### src/rtl/cs_window_filter.sv
// cs_window_filter: sliding-window approximate-average filter, Y = (sum + WIN*Xappr) >> SHIFT
module cs_window_filter #(
    parameter int DATA_W = 8,
    parameter int WIN    = 9,
    parameter int SHIFT  = 3,
    parameter int OUT_W  = 10
) (
    input  logic              clk,
    input  logic              reset,
    input  logic              clear,
    input  logic              in_valid,
    input  logic              mode,
    input  logic [DATA_W-1:0] X,
    output logic [OUT_W-1:0]  Y,
    output logic              out_valid
);
    localparam int SUM_W = DATA_W + $clog2(WIN);
    localparam int CNT_W = $clog2(WIN + 1);

    logic [DATA_W-1:0] win_q [WIN];
    logic [SUM_W-1:0]  sum_q;
    logic [CNT_W-1:0]  cnt_q;
    logic              pend;
    logic              mode_q;
    logic [DATA_W-1:0] xappr;
    logic [SUM_W-1:0]  prod;
    logic [SUM_W:0]    y_full;
    logic              full_next;

    assign full_next = cnt_q >= CNT_W'(WIN - 1);

    // Exact s*WIN vs sum compares replace a divider for the average.
    always_comb begin
        xappr = mode_q ? '1 : '0;
        prod  = '0;
        for (int i = 0; i < WIN; i++) begin
            prod = SUM_W'(win_q[i]) * SUM_W'(WIN);
            if (!mode_q && prod <= sum_q && win_q[i] > xappr) xappr = win_q[i];
            if (mode_q && prod >= sum_q && win_q[i] < xappr) xappr = win_q[i];
        end
        y_full = {1'b0, sum_q} + (SUM_W + 1)'(SUM_W'(xappr) * SUM_W'(WIN));
    end

    always_ff @(posedge clk) begin
        if (!reset) begin
            for (int i = 0; i < WIN; i++) win_q[i] <= '0;
            sum_q     <= '0;
            cnt_q     <= '0;
            pend      <= 1'b0;
            mode_q    <= 1'b0;
            Y         <= '0;
            out_valid <= 1'b0;
        end else begin
            out_valid <= pend;
            if (pend) Y <= OUT_W'(y_full >> SHIFT);
            pend <= 1'b0;
            if (clear) begin
                for (int i = 0; i < WIN; i++) win_q[i] <= '0;
                sum_q <= '0;
                cnt_q <= '0;
            end else if (in_valid) begin
                win_q[0] <= X;
                for (int i = 1; i < WIN; i++) win_q[i] <= win_q[i-1];
                sum_q  <= sum_q - SUM_W'(win_q[WIN-1]) + SUM_W'(X);
                cnt_q  <= (cnt_q == CNT_W'(WIN)) ? cnt_q : cnt_q + 1'b1;
                pend   <= full_next;
                mode_q <= mode;
            end
        end
    end
endmodule

### config.mk
export PLATFORM = sky130hd
export DESIGN_NAME = cs_window_filter
export DESIGN_NICKNAME = d
export VERILOG_FILES = /design/src/rtl/cs_window_filter.sv
export SDC_FILE = /design/constraint.sdc
export NUM_CORES = 1
export LEC_CHECK = 0
export CORE_MARGIN = 2
export CORE_UTILIZATION = 58
export CTS_CLUSTER_SIZE = 16
export DETAILED_ROUTE_END_ITERATION = 8
export GPL_ROUTABILITY_DRIVEN = 0
export PLACE_DENSITY = 0.81
export SLEW_MARGIN = 20
export SYNTH_ARGS = -nofsm -noshare
export SYNTH_HDL_FRONTEND = slang
export SYNTH_SLANG_ARGS = --single-unit
### constraint.sdc
create_clock -name clk -period 47.5 [get_ports clk]
set_input_delay 14.25 -clock clk [delete_from_list [all_inputs] [get_ports clk]]
set_output_delay 14.25 -clock clk [all_outputs]
set_load 0.005 [all_outputs]
Word-level counts from Yosys, hierarchy flattened
Memory sizes are Yosys's and may differ from the RTL's. Cells that the tools add are included. W data, S select, Z words.

Flip-flop bits (word level): 29. Memory bits (writable): 72. Input bits: 13. Output and inout port bits: 11. Word-level logic and storage cells: 167. Memories kept: 1.

Add/subtract/negate cells: 4. $mul: 10. Magnitude comparators: 37. Eq/ne operators: 1. Multiplexer cells: 45. Bitwise gates (word level): 22. Reductions and logical operators: 41.

Memory list: win_q (depth 9, bits a word 8, read ports 9, clocked after Yosys merged registers in 0, write ports 9, line 20) `logic [DATA_W-1:0] win_q [WIN];`.

Operators with widths (number): $mux W8 (37); $mul A8 B4 Y12 const B (10); $ge A12 B12 Y1 (9); $le A12 B12 Y1 (9); $gt A8 B8 Y1 (9); $lt A8 B8 Y1 (9); $logic_and A1 B1 Y1 (36); $or A1 B1 Y1 (18); $add A12 B12 Y13 (1); $add A12 B8 Y12 (1); $sub A12 B8 Y12 (1); $mux W1 (8); $add A4 B1 Y4 const B (1); $eq A4 B4 Y1 const B (1); $ge A4 B4 Y1 const B (1); $not A1 Y1 (4); $reduce_and A2 Y1 (2); $reduce_or A3 Y1 (1); $reduce_or A2 Y1 (1); $logic_not A1 Y1 (1).

Longest topological paths before layout
Gate-level depths: netlist (run 1).

Depth after elaboration: 58. Mapped depth: 216. Mapped depth without buffers: 202.

Least setup slack after synthesis (run 1)
Ideal clock, no wire load.

Path type: register to register. Start: memory win_q[0][1]. End: register Y[8]. Library setup time: 0.064 ns. Data arrival time: 35.893 ns. Data required time: 47.436 ns. Slack: 11.543 ns. Cell stages (with the launch flop): 205. Path through: edfxtp_1 > ha_1 > ha_1 > inv_1 > fa_1 > inv_1 > a21oi_1 > o21ai_0 > a21o_1 > nand2_1 > xnor2_1 > ha_1 > a21oi_1 > nand2_1 > a21oi_1 > a31oi_1 > nor2_1 > a21oi_1 > (+169 left out) > a21oi_1 > nor2b_1 > o21ai_0 > nand4b_1 > nor2_1 > a21oi_2 > mux2_2 > ha_1 > inv_1 > fa_1 > inv_1 > ha_1 > nand3_1 > nand2_1 > o31ai_4 > o21ai_2 > or4_1 > nand4_1.

RTL lines: from (decl) (line 20); to (signal assigned) (line 55) `if (pend) Y <= OUT_W'(y_full >> SHIFT);`; to (decl) (line 14) `output logic [OUT_W-1:0] Y,`.

==> metrics, run 1 <==
Max stage delay cell, worst path=a41oi_1; Row Count=59; WS Path Type=reg2reg; global-route wire length before repair=67.5 mm; Post-CTS Setup Bufs=0; CP Data Required Time=47,820 ps; outcome=complete, no violations; Synth Area in Compound Gates=0.190; Overflow after GRT=0; Pins Over Slew Limit=0; vias per cell=6.27; Starting Density=0.593; CTS Sinks=101; drc violations=0; DP HPWL=31.2 mm; RSZ-0062 raised after global routing=no; Synth Register Bits=101; routed len/inst=18.7 um; Startpoint Class=flop; cts-stage hold buffer count=0; I/O Pins=24; Synth top area share=0.286; CP dominant cell by count=a21oi_1; Slew HR=0.359; Tightest Pin Transition=948 ps; post-CTS sizing=0; nets=2,247; f_max=24.1 MHz; Vert. Die Dim=168 um; HP Class=reg2reg; Final setup viols=0; maxcap violations=0; top cells by count, synth=354 x ha_1, 267 x inv_1, 156 x a21oi_1; largest family of logic cells by synthesized area=adder cells; Die Wd=168 um; Post-Synth XOR/XNOR Area=0.0378; initial drt markers=1,133; Post-Synth Adder-Cell Area=0.314; area grow syn2layout=5.52%; Async S/R FF share, synth=0; Worst EP arrival=41,810 ps; post-synthesis mux area share=0.0444; vias in the first global route=13,500; clk root buf=clkbuf_16; largest area contributor in the netlist=ha_1; synthesized area=15,500 um2; most frequent cell after synthesis=ha_1; Syn Area/Cell=8.36 um2; cts bufs inserted=9; Clock transition at path regs=80 ps; Post-Synthesis Cells=1,854; Synth area leaders=ha_1 29%, edfxtp_1 14%, inv_1 6.5%, a21oi_1 5.0%, dfxtp_1 3.7%; Max stage delay on crit path=790 ps; IO Port Bufs=23; ANT nets after route=0; main flop type after synthesis=edfxtp_1; pin count of the biggest net entering global routing=73; CTS tree=built; crit path max fanout=17; Hold Vio Cnt, Final=0; vias=13,800; net count after synthesis=2,243; minimum clock period=41,500 ps; ant diodes=0; sequential area share after synthesis=0.177; Final period util=0.874; fill cell count=2,152; count of warnings emitted by yosys=0; First-pass DRT Iterations=5; die area=28,100 um2; clock latency reported for the late side of the worst-skew pair=370 ps; total negative setup slack=0 ps; skew final=17.4 ps; core area=26,100 um2; overall routing resource usage=0.296; clk buf depth=2; H-tree depth=3; layout cell share with drive strength beyond 1=0.0440; crit end category=flop; post-synthesis simple-gate area fraction=0.162; Post-synth EDFFs=72; initial antenna violation count=0; final WL=41.2 mm; Synth cell types=83
## per-stage QoR
step           worst slack [ps]  std cells   util  instance area, um2  hold slack [ps]
6_report                   6000       2198  0.626               16400              486
5_1_grt                    2160       2198  0.626               16400              519
4_1_cts                    6470       2197  0.625               16300              487
3_5_place_dp               6540       2181  0.615               16100              477
3_3_place_gp               8080       2181  0.615               16100              467
2_1_floorplan             11540       1854      -               15500              459
## metal layers
metal	track usage	wire [um]	vias to the layer above
met5	0	0	-
met4	0.105	1420	0
met3	0.0390	3010	122
met2	0.494	19000	522
met1	0.394	17700	6487
li1	-	-	6649
## flip-flops by register name, summed over array words and instances (netlist names)
register and count:
mode_q 1, pend 1, win_q 72, Y 10, out_valid 1, cnt_q 4
sum_q 12
## final cells by class
class | count | area (um2) | share of cell area
sequential | 101 | 2740 | 0.168
timing repair buffer | 32 | 310 | 0.0190
multi-input combinational | 1446 | 11600 | 0.710
clock buffer | 10 | 229 | 0.0140
inverter | 268 | 1010 | 0.0615
clock inverter | 6 | 45.0 | 0.00275
tap | 335 | 419 | 0.0256
## worst paths after layout
path                                                 from                 to  slack, ps  cells after the start
worst min register to register          Y[2]$_SDFFE_PN0P_  Y[2]$_SDFFE_PN0P_        490                      2
worst max-delay path            win_q[0][4]$_SDFFCE_PN0P_  Y[8]$_SDFFE_PN0P_       6000                    187
worst min-delay path                    Y[2]$_SDFFE_PN0P_  Y[2]$_SDFFE_PN0P_        490                      2
worst max register to register  win_q[0][4]$_SDFFCE_PN0P_  Y[8]$_SDFFE_PN0P_       6000                    187
## worst max-delay path: cells and delay by family (launching register included)
family                   cells  cell delay [ps]
AO/OA/AOI/OAI               88            19700
AND/OR/NAND/NOR             48             9600
adder cells (fa/ha/maj)     24             7190
multiplexers                 8             2720
buffers and inverters       18             1470
flip-flops                   1              570
XOR/XNOR                     1              150
## cells by family after synthesis
kind of cell / count (synthesis)
adders and majority gates: 376
xor gates and xnor gates: 66
buffers and inverters: 307
DFF: 101
muxes: 66
AOI/OAI and AO/OA: 455
and+or+nand+nor: 483
## cell usage in the layout, fill, tap and decap left out, types with 13 or more instances in the layout
| cell type | Yosys | layout |
|---|---|---|
| mux2_2 | 21 | 21 |
| nand2_1 | 80 | 80 |
| nand4_1 | 40 | 40 |
| and2_1 | 46 | 46 |
| a21o_1 | 54 | 54 |
| a31oi_1 | 13 | 13 |
| nor2b_1 | 35 | 35 |
| nor3_1 | 51 | 51 |
| xnor2_1 | 53 | 53 |
| clkdlybuf4s50_1 | 0 | 23 |
| edfxtp_1 | 72 | 72 |
| o21ai_0 | 107 | 107 |
| mux2i_1 | 44 | 44 |
| nand2b_1 | 20 | 18 |
| ha_1 | 354 | 354 |
| dfxtp_1 | 29 | 29 |
| fa_1 | 22 | 22 |
| inv_1 | 267 | 267 |
| nor2_1 | 116 | 115 |
| a21oi_1 | 156 | 156 |
| nand3_1 | 31 | 31 |
Power of run 1 is not shown: default switching activity piles up to over one toggle a cycle in this logic, so the estimate is an artifact.
==> run 2, diff against run 1 <==
--- a/config.mk
+++ b/config.mk
@@ -11,6 +11,7 @@
 export DETAILED_ROUTE_END_ITERATION = 8
 export GPL_ROUTABILITY_DRIVEN = 0
 export PLACE_DENSITY = 0.81
+export SKIP_CTS_REPAIR_TIMING = 1
 export SLEW_MARGIN = 20
 export SYNTH_ARGS = -nofsm -noshare
 export SYNTH_HDL_FRONTEND = slang
==> results of run 2 <==
Final layout, timing and power as in run 1 (identical DEF).
Power of run 2 is left out for the same reason.
